**config.mk**
```make
export PLATFORM = sky130hd
export DESIGN_NAME = load_store_unit
export DESIGN_NICKNAME = d
export VERILOG_FILES = /design/src/rtl/load_store_unit.sv
export SDC_FILE = /design/constraint.sdc
export NUM_CORES = 1
export LEC_CHECK = 0
export BUFFER_PORTS_ARGS = -buffer_cell sky130_fd_sc_hd__buf_2
export CAP_MARGIN = 15
export CORE_MARGIN = 3
export CORE_UTILIZATION = 35
export CTS_CLUSTER_SIZE = 12
export DETAILED_ROUTE_END_ITERATION = 7
export SYNTH_ARGS = -nofsm -noshare
export SYNTH_HDL_FRONTEND = slang
export SYNTH_SLANG_ARGS = --single-unit
```
**constraint.sdc**
```tcl
create_clock -name Clk -period 4.62 [get_ports Clk]
set_input_delay 0.462 -clock Clk [delete_from_list [all_inputs] [get_ports Clk]]
set_output_delay 0.462 -clock Clk [all_outputs]
set_load 0.01 [all_outputs]
```
**src/rtl/load_store_unit.sv**
```systemverilog
// rtl/load_store_unit.sv - byte-serial load/store initiator for the data RAM
// Optional misalignment rejection: define LSU_ALIGN_CHECK_EN.
module load_store_unit #(
    parameter int ADDR_W = 6
) (
    input  logic              Clk,
    input  logic              Reset,
    input  logic              req_valid,
    output logic              req_ready,
    input  logic              req_we,
    input  logic [1:0]        req_size,
    input  logic              req_unsigned,
    input  logic [ADDR_W-1:0] req_addr,
    input  logic [31:0]       req_wdata,
    output logic              resp_valid,
    input  logic              resp_ready,
    output logic [31:0]       resp_data,
    output logic              resp_err,
    output logic [ADDR_W-1:0] mem_addr,
    output logic              mem_re,
    output logic              mem_we,
    output logic [7:0]        mem_wdata,
    input  logic [7:0]        mem_rdata
);

    typedef enum logic [2:0] {
        S_IDLE,
        S_RD,
        S_RDLAST,
        S_WR,
        S_RESP
    } state_t;

    state_t            state, state_nxt;
    logic [1:0]        cnt;
    logic [1:0]        last_idx;
    logic [1:0]        lane;
    logic              op_unsigned;
    logic [ADDR_W-1:0] base;
    logic [31:0]       wdata;
    logic [23:0]       rd_lanes;
    logic [31:0]       resp_data_q;
    logic              err_q;
    logic              misaligned;
    logic [31:0]       ld_word;

`ifdef LSU_ALIGN_CHECK_EN
    assign misaligned = ((req_size == 2'b01) && req_addr[0]) ||
                        (req_size[1] && (req_addr[1:0] != 2'b00));
`else
    assign misaligned = 1'b0;
`endif

    assign lane      = cnt - 2'd1;
    assign resp_data = resp_data_q;
    assign resp_err  = err_q;

    // Final byte arrives straight from the RAM during RDLAST; merge it with the captured lanes.
    always_comb begin
        ld_word = 32'd0;
        case (last_idx)
            2'd0:    ld_word = {{24{~op_unsigned & mem_rdata[7]}}, mem_rdata};
            2'd1:    ld_word = {{16{~op_unsigned & mem_rdata[7]}}, mem_rdata, rd_lanes[7:0]};
            default: ld_word = {mem_rdata, rd_lanes[23:0]};
        endcase
    end

    always_comb begin
        state_nxt  = state;
        req_ready  = (state == S_IDLE);
        resp_valid = (state == S_RESP);
        mem_re     = (state == S_RD);
        mem_we     = (state == S_WR);
        mem_addr   = '0;
        mem_wdata  = 8'd0;
        if ((state == S_RD) || (state == S_WR))
            mem_addr = base + ADDR_W'(cnt);
        if (state == S_WR)
            mem_wdata = wdata[8*cnt +: 8];
        case (state)
            S_IDLE:   if (req_valid) state_nxt = misaligned ? S_RESP : (req_we ? S_WR : S_RD);
            S_RD:     if (cnt == last_idx) state_nxt = S_RDLAST;
            S_RDLAST: state_nxt = S_RESP;
            S_WR:     if (cnt == last_idx) state_nxt = S_RESP;
            S_RESP:   if (resp_ready) state_nxt = S_IDLE;
            default:  state_nxt = S_IDLE;
        endcase
    end

    always_ff @(posedge Clk or posedge Reset) begin
        if (Reset) begin
            state       <= S_IDLE;
            cnt         <= 2'd0;
            last_idx    <= 2'd0;
            op_unsigned <= 1'b0;
            base        <= '0;
            wdata       <= 32'd0;
            rd_lanes    <= 24'd0;
            resp_data_q <= 32'd0;
            err_q       <= 1'b0;
        end else begin
            state <= state_nxt;
            case (state)
                S_IDLE: begin
                    if (req_valid) begin
                        base        <= req_addr;
                        wdata       <= req_wdata;
                        op_unsigned <= req_unsigned;
                        cnt         <= 2'd0;
                        last_idx    <= (req_size == 2'b00) ? 2'd0 :
                                       (req_size == 2'b01) ? 2'd1 : 2'd3;
                        resp_data_q <= 32'd0;
                        err_q       <= misaligned;
                    end
                end
                S_RD: begin
                    cnt <= cnt + 2'd1;
                    // RAM read latency: the byte on mem_rdata belongs to the previous address.
                    if (cnt != 2'd0)
                        rd_lanes[8*lane +: 8] <= mem_rdata;
                end
                S_RDLAST: resp_data_q <= ld_word;
                S_WR:     cnt <= cnt + 2'd1;
                S_RESP: begin
                    if (resp_ready) begin
                        resp_data_q <= 32'd0;
                        err_q       <= 1'b0;
                    end
                end
                default: ;
            endcase
        end
    end

endmodule

```
==> flow_metrics.py <==
metrics = {
    "placement": {
        "dp_hpwl_um": 8098,
        "place.gp.congestion": 0.7463,
        "io_buffers": 103,
    },
    "synthesis": {
        "synth_cells": 379,
        "seq_area_frac_synth_pct": 52.15,
        "ys_types": 51,
        "synth_edf_count": 0,
        "synth_fp_nets": 441,
        "ys_ff_latch": 102,
        "yosysWarnings": 0,
        "synth_ff_type": "dfrtp_1",
        "synth_area_um2": 4895,
        "ys_async_sr_fraction_pct": 100.0,
        "syn_avg_cell_area_um2": 12.91,
    },
    "sta": {
        "hold_viol": 0,
        "fin_skew_ns": 0.01018,
        "rsz0062_at_grt": "false",
        "relSlewSlack_pct": 39.56,
        "tightest_slew_ns": 0.9046,
        "min_period_ns": 2.905,
        "final-max-slew-violation-count": 0,
        "max_freq_ghz": 0.3442,
        "min_period_over_period_pct": 62.89,
        "fin_setup_tns_ns": 0,
        "setup_viol": 0,
    },
    "floorplan": {
        "rows": 42,
        "dieArea_um2": 15440,
        "die_y_um": 124.3,
        "start_util_pct": 36.38,
        "ios": 105,
        "core_region_area_um2": 13450,
        "fp.dieW_um": 124.3,
    },
    "power_and_ir_drop": {
        "p_int_uw": 2409,
        "swShare_pct": 36.97,
        "clkPwrFrac_pct": 20.1,
        "combPwrFrac_pct": 37.5,
        "power.leakage_uw": 0.002828,
        "vdd_drop_max_mv": 0.2524,
        "p_switching_uw": 1413,
        "seqPwrFrac_pct": 42.4,
        "power_density_nw_per_um2": 655.7,
    },
    "global_route": {
        "grt_pass1_vias": 3681,
        "grt_use_total_pct": 15.71,
        "grt_antenna_before_repair": 0,
        "grt_first_pass_wirelength_um": 19690,
        "grt_overflow": 0,
        "grt_max_degree": 57,
    },
    "clock_network": {
        "ctsHoldBuffers": 0,
        "ctsLongestPathBuffers": 2,
        "cts_tree": "yes",
        "worstSkewPairLatency_ns": 0.35,
        "cts-resized-gates": 0,
        "h-tree-depth": 3,
        "clock-root-buffer": "clkbuf_16",
        "path_clk_slew_ns": 0.07,
        "cts_setup_buffers": 0,
        "clock_sinks": 102,
        "numCtsBuffers": 9,
    },
    "final_layout": {
        "fillers": 1299,
        "sequential_cell_area_um2": 2552,
        "final_cell_mix": "buf_2 (103), dfrtp_1 (102), mux2_1 (22), nor2_1 (22), o2bb2ai_1 (22)",
        "final_common_cell": "buf_2",
        "drive_gt1_share_pct": 36.13,
        "final_util_pct": 43.33,
        "multiInputGateArea_um2": 2180,
        "area_delta_synth_final_pct": 19.10,
        "fin_nets": 533,
    },
    "worst_setup_path": {
        "reg2reg_from": "cnt[0]",
        "cp_common_cell": "a21oi_1",
        "cp.buffers_inverters": 1,
        "rr_worst_depth": 5,
        "crit_chain": "ha_1 > a21oi_1 > or4_1 > a21oi_1 > buf_2",
        "critPathMaxFanout": 18,
        "crit_required_ns": 4.16,
        "slowest_stage": "dfrtp_1",
        "cp.depth": 5,
        "worstSetupEndpointType": "output port",
        "cp_top_family": "flip-flops",
        "crit_arrival_ns": 2.44,
        "crit_type": "reg2out",
        "start_kind": "register",
        "r2r-end": "rd_lanes[19]",
        "reg2reg_setup_slack_ns": 2.06,
        "worst_path_largest_cell_delay_ns": 0.85,
    },
    "job": {
        "timing.max_cap.violations": 0,
    },
    "routing": {
        "vias_per_cell": 5.265,
        "wl_per_cell_um": 18.06,
        "ant_nets": 0,
        "via_count": 3438,
        "drt-initial-drc-count": 249,
        "drt_wl_total_um": 11790,
        "drt-pass1-iter-count": 4,
        "drc": 0,
    },
    "outcome": {
        "status": "complete, no violations",
    },
    "hold_path": {
        "holdCritPathClass": "in2async",
    },
}
## area by class of cell
type                    count  area share (%)
diodes                      1         0.04293
repair buffers            107           9.423
well taps                 176           3.778
inverters                   6          0.4293
multi-input cells         245           37.39
flip-flops and latches    102           43.79
clock buffers              10           3.928
clock inverters             6           1.223
## Yosys cell counts, types with 8 or more instances
cell	n	area, um^2
dfrtp_1	102	2552
mux2_1	22	247.7
nor2_1	22	82.58
o2bb2ai_1	22	192.7
a21o_1	17	127.6
and4_1	16	140.1
mux2_2	16	180.2
o21ai_0	12	60.06
o2bb2ai_2	10	150.1
and3_1	9	56.30
buf_2	8	40.04
mux2i_1	8	80.08
mux4_2	8	180.2
nand4_1	8	50.05
## through the flow
stage,setup WS (ns),total power [uW],area [um^2],hold slack [ns],instances
detailed placement,1.679,3081,5515,0.4670,635
global route,1.556,4109,5827,0.2832,652
finish,1.715,3823,5829,0.2185,653
global placement,1.837,3016,5515,0.4568,635
floorplan,1.483,2638,4895,0.4438,379
CTS,1.649,3863,5816,0.2518,651
## registers in the layout (all words and copies together) (netlist names)
signal / cells
resp_data: 32
cnt: 2
wdata: 32
rd_lanes: 24
state: 3
op_unsigned: 1
base: 6
last_idx: 2
## metal layers
| layer | vias to the layer above | global-route usage [%] | part of all wire (%) |
|---|---|---|---|
| li1 | 1601 | - | - |
| met1 | 1726 | 20.74 | 45 |
| met2 | 102 | 25.06 | 46 |
| met3 | 9 | 5.875 | 7.6 |
| met4 | 0 | 2.966 | 0.84 |
| met5 | - | 0 | 0 |
## worst max path at each step
| stage | startpoint | endpoint | slack [ns] |
|---|---|---|---|
| after floorplan | Reset | base[0] | 1.48 |
| after global placement | cnt[0] | rd_lanes[1] | 1.84 |
| after detailed placement | cnt[0] | rd_lanes[0] | 1.68 |
| after CTS | cnt[0] | rd_lanes[0] | 1.65 |
| after global routing | cnt[0] | mem_addr[5] | 1.56 |
| final | cnt[0] | mem_addr[5] | 1.71 |
## power by group through the flow
stage	clock network, uW	logic (uW)	registers [uW]
after detailed placement	0	1440	1640
after global placement	0	1390	1620
after CTS	790	1450	1620
after floorplan	0	1120	1520
final	768	1430	1620
after global routing	832	1600	1680
## cell families after synthesis
logic type	count (synthesis)	synth area share [%]
xor+xnor	4	0.7159
simple gates	90	11.91
compound gates	88	15.39
flops	102	52.15
mux	54	14.06
other cells	1	0.07661
fa+ha+maj	8	2.198
buf+inv	32	3.502
Note: power is estimated with default switching activity, not from simulation.
